--- config.mk ---
export PLATFORM = sky130hd
export DESIGN_NAME = microwave_timer
export DESIGN_NICKNAME = d
export VERILOG_FILES = /design/src/rtl/microwave_pkg.sv /design/src/rtl/bcd_mmss_arith.sv /design/src/rtl/microwave_timer.sv
export SDC_FILE = /design/constraint.sdc
export NUM_CORES = 1
export LEC_CHECK = 0
export BUFFER_PORTS_ARGS = -buffer_cell sky130_fd_sc_hd__buf_2
export CAP_MARGIN = 20
export CORE_ASPECT_RATIO = 1.4
export CORE_MARGIN = 2
export CORE_UTILIZATION = 32
export CTS_BUF_LIST = sky130_fd_sc_hd__clkbuf_4 sky130_fd_sc_hd__clkbuf_8
export DETAILED_ROUTE_END_ITERATION = 8
export PLACE_DENSITY_LB_ADDON = 0.25
export SYNTH_ARGS = -nofsm -noshare
export SYNTH_HDL_FRONTEND = slang
export SYNTH_SLANG_ARGS = --single-unit
--- constraint.sdc ---
create_clock -name clk -period 4.8 [get_ports clk]
set_input_delay 1.2 -clock clk [delete_from_list [all_inputs] [get_ports clk]]
set_output_delay 1.2 -clock clk [all_outputs]
set_load 0.1 [all_outputs]
--- src/rtl/microwave_pkg.sv ---
// Shared types and constants for the microwave countdown timer.
//   state_t : controller state of the timer FSM
//   bcd_t   : one BCD digit
//   mmss_t  : displayed time {m1,m0,s1,s0}
package microwave_pkg;

  typedef enum logic [2:0] {IDLE, ARMED, RUN, HOLD, DONE} state_t;

  typedef logic [3:0] bcd_t;

  typedef struct packed {
    bcd_t m1;
    bcd_t m0;
    bcd_t s1;
    bcd_t s0;
  } mmss_t;

  localparam mmss_t QUICK_TIME = 16'h0030;
  localparam mmss_t MAX_TIME   = 16'h9959;

  // BCD minutes + 1; bit 8 flags overflow past 99.
  function automatic logic [8:0] mins_inc(input bcd_t m1, input bcd_t m0);
    logic [8:0] r;
    if (m0 != 4'd9)      r = {1'b0, m1, m0 + 4'd1};
    else if (m1 != 4'd9) r = {1'b0, m1 + 4'd1, 4'd0};
    else                 r = {1'b1, 4'd9, 4'd9};
    return r;
  endfunction

endpackage

--- src/rtl/bcd_mmss_arith.sv ---
// Combinational mm:ss BCD arithmetic for the microwave timer.
//   i_time        : time for decrement / normalise / zero tests
//   i_add_src     : time that receives +30 s (saturating at 99:59)
//   o_dec         : i_time minus one second
//   o_add30       : i_add_src plus 30 s, saturated
//   o_norm        : i_time with seconds tens >5 folded into minutes
//   o_is_zero     : i_time == 00:00
//   o_dec_is_zero : o_dec == 00:00
module bcd_mmss_arith
  import microwave_pkg::*;
(
  input  mmss_t i_time,
  input  mmss_t i_add_src,
  output mmss_t o_dec,
  output mmss_t o_add30,
  output mmss_t o_norm,
  output logic  o_is_zero,
  output logic  o_dec_is_zero
);

  logic [3:0] w_s1_sum;
  logic [8:0] w_add_min;
  logic [8:0] w_norm_min;

  always_comb begin
    o_dec = i_time;
    if (i_time.s0 != 4'd0) begin
      o_dec.s0 = i_time.s0 - 4'd1;
    end else begin
      o_dec.s0 = 4'd9;
      if (i_time.s1 != 4'd0) begin
        o_dec.s1 = i_time.s1 - 4'd1;
      end else begin
        o_dec.s1 = 4'd5;
        if (i_time.m0 != 4'd0) begin
          o_dec.m0 = i_time.m0 - 4'd1;
        end else begin
          o_dec.m0 = 4'd9;
          o_dec.m1 = i_time.m1 - 4'd1;
        end
      end
    end
  end

  // Seconds tens is at most 5 here, so s1+3 fits and one carry suffices.
  always_comb begin
    o_add30   = i_add_src;
    w_s1_sum  = i_add_src.s1 + 4'd3;
    w_add_min = mins_inc(i_add_src.m1, i_add_src.m0);
    if (w_s1_sum >= 4'd6) begin
      if (w_add_min[8]) begin
        o_add30 = MAX_TIME;
      end else begin
        o_add30.m1 = w_add_min[7:4];
        o_add30.m0 = w_add_min[3:0];
        o_add30.s1 = w_s1_sum - 4'd6;
      end
    end else begin
      o_add30.s1 = w_s1_sum;
    end
  end

  always_comb begin
    o_norm     = i_time;
    w_norm_min = mins_inc(i_time.m1, i_time.m0);
    if (i_time.s1 > 4'd5) begin
      if (w_norm_min[8]) begin
        o_norm = MAX_TIME;
      end else begin
        o_norm.m1 = w_norm_min[7:4];
        o_norm.m0 = w_norm_min[3:0];
        o_norm.s1 = i_time.s1 - 4'd6;
      end
    end
  end

  assign o_is_zero     = (i_time == '0);
  assign o_dec_is_zero = (o_dec == '0);

endmodule

--- src/rtl/microwave_timer.sv ---
// Time-entry and countdown unit in front of the microwave door/heat controller.
//   clk, nrst          : clock, asynchronous active-low reset
//   key_valid/digit    : digit strobe and BCD digit (10..15 ignored)
//   key_start          : start / +30 s key strobe
//   key_clear          : clear / stop key strobe
//   heat, bell         : controller status
//   start              : one-cycle start pulse to controller
//   finish             : countdown reached zero (held until bell/clear)
//   running            : high while counting
//   remaining          : BCD {m1,m0,s1,s0} display time
module microwave_timer
  import microwave_pkg::*;
#(
  parameter int unsigned TICK_DIV = 50_000_000
)
(
  input  logic        clk,
  input  logic        nrst,
  input  logic        key_valid,
  input  logic [3:0]  key_digit,
  input  logic        key_start,
  input  logic        key_clear,
  input  logic        heat,
  input  logic        bell,
  output logic        start,
  output logic        finish,
  output logic        running,
  output logic [15:0] remaining
);

  localparam int unsigned PW = (TICK_DIV > 1) ? $clog2(TICK_DIV) : 1;
  localparam logic [PW-1:0] TICK_LAST = PW'(TICK_DIV - 1);

  state_t        r_state, w_state_nxt;
  mmss_t         r_rem, w_rem_nxt;
  logic [PW-1:0] r_presc, w_presc_nxt;
  logic          r_start, r_finish, r_running, w_start_nxt;

  logic  w_tick;
  mmss_t w_add_src, w_dec, w_add30, w_norm;
  logic  w_is_zero, w_dec_is_zero;

  assign w_tick    = (r_state == RUN) && heat && (r_presc == TICK_LAST);
  // A tick coinciding with +30 adds to the already-decremented time.
  assign w_add_src = w_tick ? w_dec : r_rem;

  bcd_mmss_arith u_arith (
    .i_time        (r_rem),
    .i_add_src     (w_add_src),
    .o_dec         (w_dec),
    .o_add30       (w_add30),
    .o_norm        (w_norm),
    .o_is_zero     (w_is_zero),
    .o_dec_is_zero (w_dec_is_zero)
  );

  always_comb begin
    w_state_nxt = r_state;
    w_rem_nxt   = r_rem;
    w_presc_nxt = r_presc;
    w_start_nxt = 1'b0;
    unique case (r_state)
      IDLE: begin
        if (key_clear) begin
          w_rem_nxt = '0;
        end else if (key_start) begin
          w_rem_nxt   = w_is_zero ? QUICK_TIME : w_norm;
          w_start_nxt = 1'b1;
          w_state_nxt = ARMED;
        end else if (key_valid && (key_digit <= 4'd9)) begin
          w_rem_nxt = {r_rem.m0, r_rem.s1, r_rem.s0, key_digit};
        end
      end
      ARMED: begin
        if (key_clear) begin
          w_rem_nxt   = '0;
          w_state_nxt = IDLE;
        end else if (heat) begin
          w_presc_nxt = '0;
          w_state_nxt = RUN;
        end else if (key_start) begin
          w_start_nxt = 1'b1;
        end
      end
      RUN: begin
        if (key_clear) begin
          w_rem_nxt   = '0;
          w_state_nxt = DONE;
        end else begin
          if (heat) w_presc_nxt = w_tick ? '0 : r_presc + PW'(1);
          if (key_start) begin
            w_rem_nxt = w_add30;
          end else if (w_tick) begin
            w_rem_nxt = w_dec;
            if (w_dec_is_zero) w_state_nxt = DONE;
          end
          if (!heat) w_state_nxt = HOLD;
        end
      end
      HOLD: begin
        if (key_clear) begin
          w_rem_nxt   = '0;
          w_state_nxt = DONE;
        end else begin
          if (key_start) w_rem_nxt = w_add30;
          if (heat) w_state_nxt = RUN;
        end
      end
      DONE: begin
        if (key_clear || bell) w_state_nxt = IDLE;
      end
      default: begin
        w_rem_nxt   = '0;
        w_state_nxt = IDLE;
      end
    endcase
  end

  always_ff @(posedge clk or negedge nrst) begin
    if (!nrst) begin
      r_state   <= IDLE;
      r_rem     <= '0;
      r_presc   <= '0;
      r_start   <= 1'b0;
      r_finish  <= 1'b0;
      r_running <= 1'b0;
    end else begin
      r_state   <= w_state_nxt;
      r_rem     <= w_rem_nxt;
      r_presc   <= w_presc_nxt;
      r_start   <= w_start_nxt;
      r_finish  <= (w_state_nxt == DONE);
      r_running <= (w_state_nxt == RUN);
    end
  end

  assign start     = r_start;
  assign finish    = r_finish;
  assign running   = r_running;
  assign remaining = r_rem;

endmodule

==> impl_metrics.yaml, run 1 <==
floorplan:
  ios: 30
  rows: 50
  core-area_um2: 13200
  die_y_um: 141
  die_w_um: 102
  start_util_pct: 32.4
  die_area_um2: 14300
power:
  switching_share_pct: 54.9
  p_leak_nw: 1.92
  seqPwrFrac_pct: 27.2
  peakVddDrop_v: 0.000319
  p_comb_share_pct: 59.2
  finalPower_mw: 2.03
  power_switching_mw: 1.12
  p_int_uw: 917
  p_per_area_nw_per_um2: 432
  pwr-share-clk_pct: 13.6
logic_synthesis:
  synth_top_area_share_pct: 28.1
  ys_warn_count: 0
  synth_common_cells: "nor2_1, nand2_1, dfrtp_1, o21ai_0, a21oi_1"
  yosysTopAreaCell: "dfrtp_1"
  synth-edff-count: 0
  syn-num-nets: 585
  ys_seq_area_share_pct: 28.1
  netlist_area_um2: 4280
  synth_most_common_cell: "nor2_1"
  ys_seq_elements: 48
  synthFlopType: "dfrtp_1"
  postSynthCellCount: 553
  avgSynthCellArea_um2: 7.74
  synthArstFlopShare_pct: 100
  synthDistinctLibCells: 72
  synth.area.top_cells: "dfrtp_1, ha_1, o21ai_0"
place:
  hpwlAfterDp_um: 10300
  finalWeightedCongestion: 0.961
  dpl_cell_area_um2: 4610
  place_ws_ns: 0.646
  io_buffers: 29
  dp.cells: 746
worst_setup_path:
  r2r-end: "remaining[11]$_DFFE_PN0P_"
  cp_common_cell: "nand2_1"
  startpoint: "r_presc[10]$_DFFE_PN0P_"
  path_buf_inv: 1
  arrival_ns: 4.40
  path_depth: 14
  end_kind: "flip-flop"
  cp_top_family: "simple AND/OR/NAND/NOR gates"
  cp-start-kind: "flip-flop"
  path_cells: "or4b_1, or3_1, nor3_1, nand2_1, mux2i_1, inv_1, ha_1, nand2b_1, and4b_1, o21ai_1, and2_1, nand2_1, a211oi_1, o32a_1"
  r2r-start: "r_presc[10]$_DFFE_PN0P_"
  slowest_delay_ns: 0.54
  endpoint: "remaining[11]$_DFFE_PN0P_"
  path_max_fanout: 8
  critPathRequiredTime_ns: 5.06
  criticalPathCategory: "reg2reg"
  r2r_slack_ns: 0.66
  worst_path_max_delay_cell: "or4b_1"
  reg2reg_depth: 14
grt:
  use_met3_pct: 1.98
  grt_usage_pct: 19.9
  overflow: 0
  use_met2_pct: 34.6
  antenna_found_initial: 0
  top_usage_layer: "met2"
  met1_usage_pct: 25.0
  grt_first_pass_wirelength_um: 22700
  grt_max_degree: 35
  grt_pass1_vias: 4407
finish:
  final_area_um2: 4710
  fin_nets: 603
  synthToLayoutAreaGrowth_pct: 10.0
  diodes: 0
  drive_gt1_share_pct: 11.2
  fin_util_pct: 35.7
  fin_cells: 754
sta:
  slew_violations: 0
  hold_ws_ns: 0.514
  final-hold-violation-count: 0
  fin_crit_ns: 4.14
  rsz0062_at_grt: "no"
  fin_ws_ns: 0.662
  min_period_over_period_pct: 86.2
  setup_viol_count_final: 0
  fmax_mhz: 242
  tightest_slew_ns: 0.970
  max-slew-margin-rel_pct: 35.1
  skew_ns: 0.00667
  tns_ns: 0
clock_network:
  root_buffer: "clkbuf_8"
  cts_buffers: 5
  post_cts_buffers: 0
  cts_resized: 0
  cts_tree: "yes"
  insertion_delay_ns: 0.31
  clock_sinks: 48
  hold_buffers: 0
  clkSlewWorstSetupHoldPaths_ns: 0.10
  htree_levels: 2
  cts_buffer_depth: 2
detailed_routing:
  totalWireLength_um: 13900
  vias: 4401
  avgViaCountPerCell: 5.84
  antenna_left: 0
  drcViolationCount: 0
  firstDrtPassIters: 5
  first_iter_violations: 318
  avgRoutedWirePerCell_um: 18.5
status:
  status: "complete, no violations"
hold_path:
  hp-class: "reg2reg"
flow_run:
  max_cap_violations: 0
cells in the final DEF (no fill, tap or decap), types with 7 or more instances in the layout:
cell	netlist	layout
a31oi_1	7	7
nand2_1	55	55
or3_1	7	7
nor3_1	18	18
inv_1	21	21
a21oi_1	34	34
nor2_1	56	56
o21ai_1	7	7
nand4_1	9	9
xnor2_1	10	10
dfrtp_1	48	48
o31ai_1	12	12
and3_1	10	10
nand3_1	29	29
buf_4	0	12
buf_2	3	29
nor4_1	8	8
o21ai_0	45	45
ha_1	21	21
mux2i_1	9	9
power by group through the flow:
stage / clock network, mW / logic (mW) / registers (mW)
detailed placement: 0 / 1.18 / 0.558
finish: 0.276 / 1.20 / 0.553
floorplan: 0 / 0.691 / 0.736
CTS: 0.280 / 1.19 / 0.551
global route: 0.302 / 1.30 / 0.564
global placement: 0 / 1.18 / 0.557
worst reg2reg max path, stage by stage, from the launching register on:
cell	delay, ns
dfrtp_1	0.42
or4b_1	0.54
or3_1	0.46
nor3_1	0.32
nand2_1	0.16
mux2i_1	0.32
inv_1	0.09
ha_1	0.20
nand2b_1	0.17
and4b_1	0.21
o21ai_1	0.19
and2_1	0.28
nand2_1	0.20
a211oi_1	0.31
o32a_1	0.19
kinds of logic after synthesis:
| family | after synthesis | synth area share (%) |
|---|---|---|
| flip-flops | 48 | 28.1 |
| multiplexers | 11 | 2.63 |
| XOR/XNOR | 16 | 3.27 |
| AND/OR/NAND/NOR | 234 | 28.1 |
| AO/OA/AOI/OAI | 172 | 26.9 |
| adder cells (fa/ha/maj) | 21 | 6.14 |
| buffers and inverters | 51 | 4.91 |
worst min-delay path by stage:
| stage | endpoint | from | cells after the start |
|---|---|---|---|
| after floorplan | r_presc[15]$_DFFE_PN0P_ | r_presc[15]$_DFFE_PN0P_ | 1 |
| after global placement | r_presc[13]$_DFFE_PN0P_ | r_presc[13]$_DFFE_PN0P_ | 1 |
| after detailed placement | r_presc[22]$_DFFE_PN0P_ | r_presc[22]$_DFFE_PN0P_ | 1 |
| after CTS | r_presc[13]$_DFFE_PN0P_ | r_presc[13]$_DFFE_PN0P_ | 1 |
| after global routing | r_presc[13]$_DFFE_PN0P_ | r_presc[13]$_DFFE_PN0P_ | 1 |
| final | r_presc[13]$_DFFE_PN0P_ | r_presc[13]$_DFFE_PN0P_ | 1 |
state kept, by name, indices dropped and copies added (netlist names):
signal / count
start: 1
r_state: 3
r_presc: 26
remaining: 16
finish: 1
running: 1
routing by layer:
layer	part of all wire, %	up-vias
li1	-	2095
met1	42	2123
met2	51	159
met3	4.8	24
met4	2.6	0
met5	0	-
area by class of cell:
class	count	area (um^2)
well taps	182	228
repair buffers	41	235
multi-input cells	454	2870
clock buffers	6	82.6
fillers	1396	8490
clock inverters	2	15.0
inverters	21	78.8
flip-flops and latches	48	1200
No activity file was read; power rests on OpenSTA's default activity.
==> inputs of run 2 (changes only) <==
==> constraint.sdc (replaced) <==
create_clock -name clk -period 4.8 [get_ports clk]
set_input_delay 0.72 -clock clk [delete_from_list [all_inputs] [get_ports clk]]
set_output_delay 0.72 -clock clk [all_outputs]
set_load 0.1 [all_outputs]
==> run 2 against run 1 <==
Worst setup slack better by 0.035 ns. Sequential power about the same. Wire length up 0.29%. Sequential share of layout area up 0.12 points. Via count up 0.57%. Register-to-register slack better by 0.03 ns. Clock power up 4%. Power down 0.67%. Hold slack worse by 0.0089 ns. Clock skew up 0.011 ns. Combinational power about the same. Sequential cell count unchanged.
==> impl_metrics.yaml, run 2 (synthesis gave the netlist of run 1 again) <==
status:
  status: "complete, no violations"
clock_network:
  cts_tree: "yes"
  insertion_delay_ns: 0.33
  clkSlewWorstSetupHoldPaths_ns: 0.11
  clock_sinks: 48
  root_buffer: "clkbuf_8"
  post_cts_buffers: 0
  htree_levels: 2
  cts_buffer_depth: 2
  cts_resized: 0
  cts_buffers: 5
  hold_buffers: 0
finish:
  drive_gt1_share_pct: 10.7
  largest_register_ffs: 26
  n_fill_cell: 1415
  diodes: 0
  regMostFlops: "r_presc"
  final_common_cell: "nor2_1"
  synthToLayoutAreaGrowth_pct: 9.50
  fin_nets: 600
  final_cell_mix: "nor2_1, nand2_1, dfrtp_1"
place:
  hpwlAfterDp_um: 10200
  finalWeightedCongestion: 0.920
  io_buffers: 29
worst_setup_path:
  criticalPathCategory: "reg2reg"
  end_kind: "flip-flop"
  cp-start-kind: "flip-flop"
  r2r-end: "remaining[4]$_DFFE_PN0P_"
  r2r-start: "r_presc[11]$_DFFE_PN0P_"
  arrival_ns: 4.29
  reg2reg_depth: 14
  critPathRequiredTime_ns: 4.98
  path_max_fanout: 8
  r2r_slack_ns: 0.70
flow_run:
  max_cap_violations: 0
sta:
  setup_viol_count_final: 0
  tightest_slew_ns: 0.919
  fin_crit_ns: 4.10
  tns_ns: 0
  fmax_mhz: 244
  skew_ns: 0.0178
  max-slew-margin-rel_pct: 38.2
  rsz0062_at_grt: "no"
  min_period_over_period_pct: 85.5
  slew_violations: 0
  final-hold-violation-count: 0
detailed_routing:
  avgRoutedWirePerCell_um: 18.6
  antenna_left: 0
  first_iter_violations: 384
  vias: 4426
  firstDrtPassIters: 5
  totalWireLength_um: 14000
  avgViaCountPerCell: 5.89
  drcViolationCount: 0
floorplan:
  die_w_um: 102
  rows: 50
  ios: 30
  core-area_um2: 13200
  die_area_um2: 14300
  start_util_pct: 32.4
  die_y_um: 141
hold_path:
  hp-class: "in2async"
grt:
  grt_usage_pct: 19.4
  grt_pass1_vias: 4115
  overflow: 0
  grt_first_pass_wirelength_um: 22100
  grt_max_degree: 49
  antenna_found_initial: 0
power:
  p_leak_nw: 1.91
  peakVddDrop_v: 0.000319
  p_per_area_nw_per_um2: 431
  finalPower_mw: 2.02
==> run 2: changes by cell type in the layout (fill, tap and decap cells not counted) <==
cell / before / now
buf_4: 12 / 9
==> run 2: critical path, cell delays in order, from the launching register on <==
cell and delay, ns:
dfrtp_1 0.41, or4b_1 0.55, or3_1 0.45, nor3_1 0.30
nand2_1 0.16, mux2i_1 0.33, inv_1 0.08, ha_1 0.18
nand2b_1 0.17, and4b_1 0.21, o21ai_1 0.19, and2_1 0.28
nand2_1 0.21, a31oi_1 0.28, o221ai_1 0.17
==> run 2: through the flow <==
step / utilization, % / hold WS (ns) / setup WS, ns / area (um^2) / instances
floorplan: - / 0.424 / 0.700 / 4280 / 553
global placement: 34.8 / 0.491 / 0.797 / 4590 / 743
detailed placement: 34.8 / 0.507 / 0.779 / 4590 / 743
CTS: 35.5 / 0.521 / 0.740 / 4690 / 751
global route: 35.5 / 0.544 / 0.378 / 4690 / 751
finish: 35.5 / 0.505 / 0.696 / 4690 / 751
==> run 2: power breakdown <==
part           internal (mW)  leakage [nW]  total, mW  switching [mW]
clock                  0.117        0.0434      0.286           0.169
sequential             0.440         0.658      0.553           0.113
combinational          0.345          1.21       1.18           0.836
==> run 2: final cells by class <==
type                            count  area (um^2)  share of cell area (%)
Sequential cell                    48         1200                    25.6
Clock inverter                      2         15.0                   0.320
Timing Repair Buffer               38          213                    4.54
Inverter                           21         78.8                    1.68
Clock buffer                        6         82.6                    1.76
Multi-Input combinational cell    454         2870                    61.2
Tap cell                          182          228                    4.86
==> run 2: worst max path at each step <==
| stage | startpoint | end | cells after the start |
|---|---|---|---|
| 2_1_floorplan | remaining[4]$_DFFE_PN0P_ | remaining[13]$_DFFE_PN0P_ | 14 |
| 3_3_place_gp | r_presc[11]$_DFFE_PN0P_ | remaining[8]$_DFFE_PN0P_ | 14 |
| 3_5_place_dp | r_presc[11]$_DFFE_PN0P_ | remaining[4]$_DFFE_PN0P_ | 14 |
| 4_1_cts | r_presc[11]$_DFFE_PN0P_ | remaining[4]$_DFFE_PN0P_ | 14 |
| 5_1_grt | r_state[0]$_DFF_PN0_ | remaining[11]$_DFFE_PN0P_ | 14 |
| 6_report | r_presc[11]$_DFFE_PN0P_ | remaining[4]$_DFFE_PN0P_ | 14 |
==> run 2: routing by layer <==
layer | vias up | global-route usage (%) | share of wire (%)
met2 | 144 | 33.9 | 51
met1 | 2162 | 24.3 | 42
met5 | - | 0 | 0
li1 | 2093 | - | -
met4 | 0 | 6.83 | 2.2
met3 | 27 | 2.18 | 4.0
==> inputs of run 3 (changes only) <==
--- a/config.mk
+++ b/config.mk
@@ -12,7 +12,6 @@
 export CORE_UTILIZATION = 32
 export CTS_BUF_LIST = sky130_fd_sc_hd__clkbuf_4 sky130_fd_sc_hd__clkbuf_8
 export DETAILED_ROUTE_END_ITERATION = 8
-export PLACE_DENSITY_LB_ADDON = 0.25
 export SYNTH_ARGS = -nofsm -noshare
 export SYNTH_HDL_FRONTEND = slang
 export SYNTH_SLANG_ARGS = --single-unit
==> constraint.sdc (replaced) <==
create_clock -name clk -period 3.75 [get_ports clk]
set_input_delay 0.5625 -clock clk [delete_from_list [all_inputs] [get_ports clk]]
set_output_delay 0.5625 -clock clk [all_outputs]
set_load 0.1 [all_outputs]
==> run 3 against run 2 <==
Register-to-register slack got worse by 0.65 ns. Sequential power up 11%. Clock power is 66% higher. Sequential cell count is the same. Global-route usage up 1.1 points. Non-clock buffer count up 46. First-iteration DRC count decreased by 30%. Clock skew is 0.0064 ns lower. Highest routed layer unchanged. Worst setup slack lost 0.65 ns. Via count is 4.4% higher. Cell count is 6.1% higher.
==> impl_metrics.yaml, run 3 (synthesis gave the netlist of run 1 again) <==
status:
  status: "complete, no violations"
detailed_routing:
  vias: 4619
  totalWireLength_um: 14500
  drcViolationCount: 0
  first_iter_violations: 267
  firstDrtPassIters: 5
  avgRoutedWirePerCell_um: 18.2
  avgViaCountPerCell: 5.80
  antenna_left: 0
power:
  power_switching_mw: 1.51
  p_leak_nw: 2.16
  seqPwrFrac_pct: 20.8
  p_comb_share_pct: 63.1
  p_per_area_nw_per_um2: 567
  switching_share_pct: 51.2
  peakVddDrop_v: 0.000244
  finalPower_mw: 2.95
  pwr-share-clk_pct: 16.1
  p_int_mw: 1.44
clock_network:
  cts_tree: "yes"
  htree_levels: 2
  insertion_delay_ns: 0.32
  root_buffer: "clkbuf_8"
  cts_buffers: 5
  hold_buffers: 0
  clock_sinks: 48
  clkSlewWorstSetupHoldPaths_ns: 0.10
  cts_buffer_depth: 2
worst_setup_path:
  r2r-end: "remaining[14]$_DFFE_PN0P_"
  path_cells: "or4b_4, or3_4, buf_4, or4_4, mux2i_4, inv_2, ha_1, nand2_1, o22a_4, a2111o_1, a21o_1, a211oi_2"
  endpoint: "remaining[14]$_DFFE_PN0P_"
  path_depth: 12
  reg2reg_depth: 12
  cp-start-kind: "flip-flop"
  worst_path_max_delay_cell: "or4b_4"
  arrival_ns: 3.94
  path_buf_inv: 2
  critPathRequiredTime_ns: 3.99
  slowest_delay_ns: 0.53
  startpoint: "r_presc[11]$_DFFE_PN0P_"
  end_kind: "flip-flop"
  cp_top_family: "simple AND/OR/NAND/NOR gates"
  r2r_slack_ns: 0.05
  r2r-start: "r_presc[11]$_DFFE_PN0P_"
  criticalPathCategory: "reg2reg"
  path_max_fanout: 4
grt:
  overflow: 0
  grt_first_pass_wirelength_um: 23200
  grt_pass1_vias: 4572
  antenna_found_initial: 0
  grt_max_degree: 34
  grt_usage_pct: 20.5
finish:
  final_cell_mix: "nor2_1, buf_4, nand2_1"
  diodes: 0
  fin_nets: 646
  drive_gt1_share_pct: 21.3
  regMostFlops: "r_presc"
  synthToLayoutAreaGrowth_pct: 21.3
  largest_register_ffs: 26
place:
  finalWeightedCongestion: 1.00
  io_buffers: 29
  hpwlAfterDp_um: 10900
  place_ws_ns: -0.167
floorplan:
  die_w_um: 102
  core-area_um2: 13200
  ios: 30
  start_util_pct: 32.4
  rows: 50
  die_y_um: 141
  die_area_um2: 14300
sta:
  setup_viol_count_final: 0
  fmax_mhz: 270
  min_period_over_period_pct: 98.8
  tightest_slew_ns: 1.07
  max-slew-margin-rel_pct: 28.3
  final-hold-violation-count: 0
  slew_violations: 0
  tns_ns: 0
  fin_crit_ns: 3.70
  skew_ns: 0.0114
  fin_ws_ns: 0.0459
  rsz0062_at_grt: "yes"
hold_path:
  hp-class: "in2async"
flow_run:
  max_cap_violations: 0
## run 3: cell types whose count changed in the layout (fill, tap and decap cells not counted), sizes merged
cell      change
buf          +46
bufinv        +2
clkbuf        -1
clkinvlp      -2
inv           +1
## run 3: through the flow
stage,hold WS (ns),cells,area [um^2],util (%)
detailed placement,0.506,785,4930,37.3
global placement,0.493,785,4930,37.3
CTS,0.184,794,5110,38.7
global route,0.193,797,5190,39.4
finish,0.178,797,5190,39.4
floorplan,0.267,553,4310,-
## run 3: per-layer routing
layer | global-route usage, % | part of all wire (%) | vias up
met5 | 0 | 0 | -
met4 | 11.7 | 5.0 | 0
met3 | 2.18 | 4.0 | 45
met2 | 36.1 | 53 | 151
met1 | 23.4 | 38 | 2237
li1 | - | - | 2186
## run 3: worst min-delay path by stage
stage | from | to | slack (ns)
2_1_floorplan | nrst | finish$_DFF_PN0_ | 0.27
3_5_place_dp | r_presc[15]$_DFFE_PN0P_ | r_presc[15]$_DFFE_PN0P_ | 0.51
5_1_grt | nrst | remaining[3]$_DFFE_PN0P_ | 0.19
3_3_place_gp | r_presc[1]$_DFFE_PN0P_ | r_presc[1]$_DFFE_PN0P_ | 0.49
6_report | nrst | remaining[2]$_DFFE_PN0P_ | 0.18
4_1_cts | nrst | remaining[2]$_DFFE_PN0P_ | 0.18
## run 3: final cells by class
type | instances | area [um^2]
flip-flops and latches | 48 | 1210
fillers | 1374 | 8010
multi-input cells | 454 | 2980
well taps | 182 | 228
clock inverters | 3 | 68.8
clock buffers | 5 | 68.8
repair buffers | 84 | 562
inverters | 21 | 78.8
## run 3: power groups by stage
stage	Clock, mW	Combinational [mW]	Sequential, mW
2_1_floorplan	0	0.895	0.945
3_3_place_gp	0	1.75	0.623
3_5_place_dp	0	1.75	0.624
4_1_cts	0.484	1.78	0.614
5_1_grt	0.511	1.99	0.622
6_report	0.474	1.86	0.614
## run 3: timing repair
item / 4_1_cts / 5_1_grt
gates cloned: 0 / 0
endpoints found under the setup margin: 9 / 16
pin swaps: 4 / 8
gates resized for setup: 7 / 15
setup buffers: 1 / 3
